`config.mk`:
```
export PLATFORM = sky130hd
export DESIGN_NAME = branch_predictor
export DESIGN_NICKNAME = d
export VERILOG_FILES = /design/src/rtl/branch_predictor.sv
export SDC_FILE = /design/constraint.sdc
export NUM_CORES = 1
export LEC_CHECK = 0
export BUFFER_PORTS_ARGS = -buffer_cell sky130_fd_sc_hd__buf_2
export CORE_MARGIN = 2
export CORE_UTILIZATION = 55
export DETAILED_ROUTE_END_ITERATION = 6
export PLACE_DENSITY = 0.73
export SYNTH_ARGS = -nofsm -noshare
export SYNTH_HDL_FRONTEND = slang
export SYNTH_SLANG_ARGS = --single-unit
export TNS_END_PERCENT = 30
```
`constraint.sdc`:
```
create_clock -name clk -period 5.5 [get_ports clk]
set_clock_uncertainty 0.05 [all_clocks]
set_input_delay 0 -clock clk [delete_from_list [all_inputs] [get_ports clk]]
set_output_delay 0 -clock clk [all_outputs]
set_load 0.01 [all_outputs]
```
`src/rtl/branch_predictor.sv`:
```
// branch_predictor: direct-mapped BTB with 2-bit saturating counters and mispredict detection.
// Optional BP_PERF_EN macro enables the lookup/mispredict performance counters.
module branch_predictor #(
   parameter int DATA_WIDTH = 32,
   parameter int ENTRIES = 16,
   parameter logic [1:0] CTR_INIT = 2'b10
) (
   input  logic                  clk,
   input  logic                  rst,
   input  logic [DATA_WIDTH-1:0] PCF,
   output logic                  PredTakenF,
   output logic [DATA_WIDTH-1:0] PredTargetF,
   input  logic                  UpdateE,
   input  logic [DATA_WIDTH-1:0] PCE,
   input  logic                  IsJumpE,
   input  logic                  ActualTakenE,
   input  logic [DATA_WIDTH-1:0] ActualTargetE,
   input  logic                  PredTakenE,
   input  logic [DATA_WIDTH-1:0] PredTargetE,
   output logic                  MispredictE,
   output logic [DATA_WIDTH-1:0] RecoverPCE,
   output logic [31:0]           LookupCount,
   output logic [31:0]           MispredictCount
);
   localparam int IDX = $clog2(ENTRIES);
   localparam int TW = DATA_WIDTH - IDX - 2;
   logic                  validQ  [ENTRIES];
   logic [TW-1:0]         tagQ    [ENTRIES];
   logic [DATA_WIDTH-1:0] targetQ [ENTRIES];
   logic [1:0]            ctrQ    [ENTRIES];
   logic [IDX-1:0] fIdx, eIdx;
   logic [TW-1:0]  fTag, eTag;
   logic           fHit, eHit;
   logic [1:0]     eCtr, nextCtr;
   always_comb begin
      fIdx = PCF[IDX+1:2];
      fTag = PCF[DATA_WIDTH-1:IDX+2];
      fHit = validQ[fIdx] && (tagQ[fIdx] == fTag);
      PredTakenF = fHit & ctrQ[fIdx][1];
      PredTargetF = PredTakenF ? targetQ[fIdx] : PCF + DATA_WIDTH'(4);
      eIdx = PCE[IDX+1:2];
      eTag = PCE[DATA_WIDTH-1:IDX+2];
      eHit = validQ[eIdx] && (tagQ[eIdx] == eTag);
      eCtr = ctrQ[eIdx];
      nextCtr = IsJumpE ? 2'b11
              : ActualTakenE ? ((eCtr == 2'b11) ? 2'b11 : eCtr + 2'd1)
              : ((eCtr == 2'b00) ? 2'b00 : eCtr - 2'd1);
      MispredictE = UpdateE & ((PredTakenE != ActualTakenE) | (ActualTakenE & (PredTargetE != ActualTargetE)));
      RecoverPCE = ActualTakenE ? ActualTargetE : PCE + DATA_WIDTH'(4);
   end
   // Not-taken misses leave the table alone; taken misses allocate over whatever occupies the slot.
   always_ff @(posedge clk) begin
      if (rst) begin
         for (int i = 0; i < ENTRIES; i++) begin
            validQ[i] <= 1'b0;
            ctrQ[i] <= 2'b01;
         end
      end else if (UpdateE && (eHit || ActualTakenE)) begin
         validQ[eIdx] <= 1'b1;
         tagQ[eIdx] <= eTag;
         ctrQ[eIdx] <= eHit ? nextCtr : (IsJumpE ? 2'b11 : CTR_INIT);
         if (ActualTakenE) targetQ[eIdx] <= ActualTargetE;
      end
   end
`ifdef BP_PERF_EN
   logic [31:0] lookupQ, misQ;
   always_ff @(posedge clk) begin
      if (rst) begin
         lookupQ <= '0;
         misQ <= '0;
      end else begin
         if (UpdateE) lookupQ <= lookupQ + 32'd1;
         if (MispredictE) misQ <= misQ + 32'd1;
      end
   end
   assign LookupCount = lookupQ;
   assign MispredictCount = misQ;
`else
   assign LookupCount = 32'd0;
   assign MispredictCount = 32'd0;
`endif
endmodule

```
Word-level counts from Yosys, hierarchy flattened --
Memory sizes are Yosys's and may differ from the RTL's. Cells that the tools add are included.
Cells by class: shift operators 0, divide/modulo/power cells 0, eq/ne operators 5, $mul 0, bitwise operators 4, muxes and demuxes 23, reductions and logical operators 7, add/sub/neg operators 4, magnitude comparators 0
Operators with widths (number):
- $add A32 B3 Y32 const B | 2
- $mux W32 | 2
- $eq A26 B26 Y1 | 2
- $ne A32 B32 Y1 | 1
- $mux W1 | 13
- $mux W2 | 6
- $mux W4 | 2
- $and A1 B1 Y1 | 3
- $logic_and A1 B1 Y1 | 3
- $add A2 B1 Y2 const B | 1
- $eq A2 B2 Y1 const B | 1
- $logic_not A2 Y1 | 1
- $reduce_or A2 Y1 | 1
- $sub A2 B1 Y2 const B | 1
- $logic_or A1 B1 Y1 | 1
- $ne A1 B1 Y1 | 1
- $or A1 B1 Y1 | 1
- $reduce_or A1 Y1 | 1
Storage, ports and cells: memory bits (writable) 976, bits in latches 0, output and inout bits 130, memories kept 4, register bits after elaboration 0, ROM bits 0
Memories:
- targetQ | words 16, width 32, rd ports 1, clocked after memory_dff 0, write ports 1, RTL line 29 | logic [DATA_WIDTH-1:0] targetQ [ENTRIES];
- tagQ | words 16, width 26, rd ports 2, clocked after memory_dff 0, write ports 1, RTL line 28 | logic [TW-1:0] tagQ [ENTRIES];
- ctrQ | words 16, width 2, rd ports 2, clocked after memory_dff 0, write ports 16, RTL line 30 | logic [1:0] ctrQ [ENTRIES];
- validQ | words 16, width 1, rd ports 2, clocked after memory_dff 0, write ports 16, RTL line 27 | logic validQ [ENTRIES];

Logic depth before layout (Yosys ltp) --
An unclocked memory read counts as a cell.
word-level depth 10, gate-level depth with buffers 15, depth with buffers taken out 9

Worst setup path after synthesis --
OpenSTA, ideal clock, no wires.
kind input-to-reg, from input PCE[3], to memory tagQ[15][0] (netlist bit) (enable), arrival 4.528 ns, setup slack 0.477 ns, buffers on the path 4, stages 12, cells stage by stage buf_4 > buf_4 > buf_2 > mux2_2 > o22ai_1 > nor3_1 > a2111oi_0 > a31oi_1 > nor4b_1 > nand4_1 > clkbuf_1 > o21ai_0
On the way: cells in the longest elaborated chain, start to end 8, elaborated cells on any way between the ends 9
RTL lines:
- start, declared | RTL line 14 | input logic [DATA_WIDTH-1:0] PCE,
- $mem_v2 Z16 W26
- $eq A26 B26 Y1 | RTL line 43 | eHit = validQ[eIdx] && (tagQ[eIdx] == eTag);
- $logic_and A1 B1 Y1 | RTL line 43
- $logic_or A1 B1 Y1 | RTL line 58 | end else if (UpdateE && (eHit || ActualTakenE)) begin
- $logic_and A1 B1 Y1 | RTL line 58
- $mux W1 | RTL line 58
- $mux W1 | RTL line 53 | if (rst) begin
- $mux W1 (implied by the code) | RTL line 60 | tagQ[eIdx] <= eTag;
- end, declared | RTL line 28
Several ways; a longest one is shown, not always the timed one.

==> flow_metrics.tcl <==
set metrics [dict create \
    status "finished clean" \
    yosysUniqueCellTypes 78 \
    cts_max_level 3 \
    drt-initial-drc-count 4231 \
    hold_viol 0 \
    cts_buffers 98 \
    synth_compound_area_frac 0.0411 \
    cp.required_ns 5.45 \
    ys_seq_elements 976 \
    layout.nets 3025 \
    period_share 0.869 \
    dr.pass1.iters 6 \
    arrival_ns 4.73 \
    cts_buffer_depth 3 \
    hold_path.class "in -> reg" \
    synth-simple-area-share 0.0448 \
    viasPerCell 6.99 \
    ys_warn_count 0 \
    p_leak_nw 17.2 \
    fmax_mhz 209 \
    max_cap_violations 0 \
    grt_pass1_wl_um 199000 \
    synth_mux_area_frac 0.218 \
    path_clk_slew_ns 0.06 \
    rows 105 \
    vias 28200 \
    finalMaxSlewViolations 0 \
    cts_tree "done" \
    synth_fa_ha_area_frac 0.00137 \
    synth_top_family_by_area "multiplexers" \
    synth_edf_count 960 \
    synth_area_um2 45700 \
    powerDensity_nw_per_um2 317 \
    setup_viol 0 \
    clkSinkCount 976 \
    dpl_cell_area_um2 48100 \
    ys.flop_type "edfxtp_1" \
    worst_ir_drop_vdd_mv 0.290 \
    tns_ns 0 \
    place_hpwl_um 88600 \
    crit_type "reg -> out" \
    post_cts_buffers 0 \
    die_h_um 292 \
    portBuffers 199 \
    die_w_um 292 \
    rrSetupSlack_ns 1.37 \
    async_reset_ff_frac 0 \
    remaining_drc_errors 0 \
    drtAntennaViolNets 0 \
    io_pins 264 \
    gp_congestion 0.978 \
    dieArea_um2 85400 \
    tightest_slew_ns 1.27 \
    grt_setup_unrepaired "false" \
    antenna_found_initial 10 \
    startpoint_type "flip-flop" \
    drive_above_1_share 0.301 \
    area_growth_pct 13.6 \
    overflow 0 \
    start_util 0.556 \
    postLayoutCellArea_um2 51900 \
    relSlewSlack 0.154 \
    syn_avg_cell_area_um2 17.5 \
    insertion_delay_ns 0.68 \
    coreArea_um2 82100 \
    grtUsageTotal 0.326 \
    grt_pass1_vias 28000 \
    grt_max_degree 129 \
    wl_per_cell_um 34.5 \
    cp-end-kind "output port" \
    cts-resized-gates 0 \
    synth-xor-area-share 0.0255 \
    root_buffer "clkbuf_16" \
    finalWirelength_um 139000 \
    min_period_ns 4.78 \
    cp_max_fo 32 \
    ys_seq_area_frac 0.638 \
    synthCells 2614 \
]
==> flip-flops by register name, indices dropped and copies added (netlist names) <==
signal and flops:
ctrQ 32, validQ 16, targetQ 512, tagQ 416
==> synthesized netlist by cell type (5+ instances only) <==
master	count	area (um^2)
nand4_1	36	225
ha_1	5	62.6
a22o_1	10	87.6
o211ai_1	10	75.1
a21oi_1	48	240
a221oi_1	14	123
mux2i_1	129	1290
nand2_1	115	432
nor4_1	13	81.3
buf_4	82	616
dfxtp_1	16	320
nor2_1	60	225
o22ai_1	26	163
and4_1	7	61.3
and3_1	16	100
o21a_1	7	52.6
mux2_2	46	518
nand2b_1	11	68.8
edfxtp_1	960	28800
and2_1	6	37.5
nor3_1	23	115
buf_6	7	78.8
buf_2	33	165
nand3b_1	6	45.0
mux2_4	29	435
a211oi_1	7	52.6
nand3_1	59	295
inv_1	23	86.3
nor2b_1	30	188
mux4_2	343	7720
o31ai_1	6	45.0
clkbuf_1	81	304
xor2_1	50	438
o21ai_0	78	390
buf_1	36	135
a31oi_1	11	68.8
a22oi_1	21	158
xnor2_1	83	727
==> cells in the final DEF (no fill, tap or decap), types with 11 or more instances in the layout <==
cell type	netlist	final
a21oi_1	48	33
a21oi_4	0	15
a221oi_1	14	14
a22oi_1	21	21
a31oi_1	11	11
and3_1	16	14
buf_12	0	14
buf_2	33	193
buf_4	82	76
clkbuf_1	81	20
clkbuf_16	0	99
clkinv_1	2	16
clkinv_2	0	21
conb_1	1	64
dfxtp_1	16	16
dlygate4sd3_1	0	62
edfxtp_1	960	960
inv_1	23	18
mux2_2	46	46
mux2_4	29	29
mux2i_1	129	129
mux4_2	343	343
nand2_1	115	115
nand2b_1	11	11
nand3_1	59	59
nand4_1	36	36
nor2_1	60	50
nor2b_1	30	30
nor3_1	23	23
nor4_1	13	13
o21ai_0	78	77
o22ai_1	26	26
xnor2_1	83	83
xor2_1	50	50
==> area by class of cell <==
type | instances | area (um^2)
Tap cell | 1070 | 1340
Antenna cell | 2 | 5.00
Timing Repair Buffer | 348 | 2480
Clock inverter | 56 | 589
Multi-Input combinational cell | 1435 | 15600
Sequential cell | 976 | 29100
Clock buffer | 122 | 2590
Inverter | 27 | 103
Fill cell | 5657 | 30200
==> report_power, final <==
| part | total, mW | internal, mW | switching, mW |
|---|---|---|---|
| Sequential | 8.25 | 8.23 | 0.0257 |
| Combinational | 1.50 | 0.579 | 0.921 |
| Clock | 6.68 | 3.79 | 2.89 |
| Total | 16.4 | 12.6 | 3.83 |
==> path summary, 6_finish.rpt <==
path | to | from | cells after the start
worst min register to register | validQ[11] | validQ[11] | 2
worst max register to register | tagQ[8][2] | tagQ[12][13] | 10
worst min-delay path | ctrQ[12][1] | PCE[4] | 4
worst max-delay path | PredTargetF[4] | tagQ[15][20] | 10
==> metrics by stage <==
stage | hold slack, ns | setup WS [ns] | instances | util | power [mW]
after floorplan | 0.0489 | 0.477 | 2677 | - | 9.28
after global placement | 0.262 | 0.954 | 3794 | 0.585 | 9.81
after detailed placement | 0.264 | 0.914 | 3794 | 0.585 | 9.84
after CTS | 0.111 | 0.739 | 4034 | 0.632 | 16.4
after global routing | 0.157 | 0.684 | 4036 | 0.632 | 16.8
final | 0.161 | 0.720 | 4036 | 0.632 | 16.4
==> worst max-delay path: stages, from the launching register on <==
cell,delay (ns)
edfxtp_1,0.40
mux4_2,0.49
a22oi_1,0.63
a21oi_1,0.20
a21oi_1,0.16
nand4_1,0.12
or4b_1,0.46
or4_2,0.67
buf_4,0.36
mux2_4,0.39
buf_2,0.14
==> metal layers <==
metal	share of wire	vias to the layer above	track usage
li1	-	11100	-
met1	0.36	14500	0.442
met2	0.46	2268	0.507
met3	0.13	339	0.0912
met4	0.043	10	0.129
met5	0.00052	-	0
==> cell families (layout without fill, tap and decap cells) <==
family,Yosys count,after routing
buf+inv,266,553
other cells,1,66
mux,547,547
flops,976,976
fa+ha+maj,5,5
compound gates,283,283
simple gates,403,403
xor+xnor,133,133
==> timing repair <==
| action | in CTS | in global routing |
|---|---|---|
| hold buffers | 62 | 0 |
| setup endpoints to repair | 0 | 0 |
| hold endpoints to repair | 984 | 0 |
No activity file was read; power rests on OpenSTA's default activity.
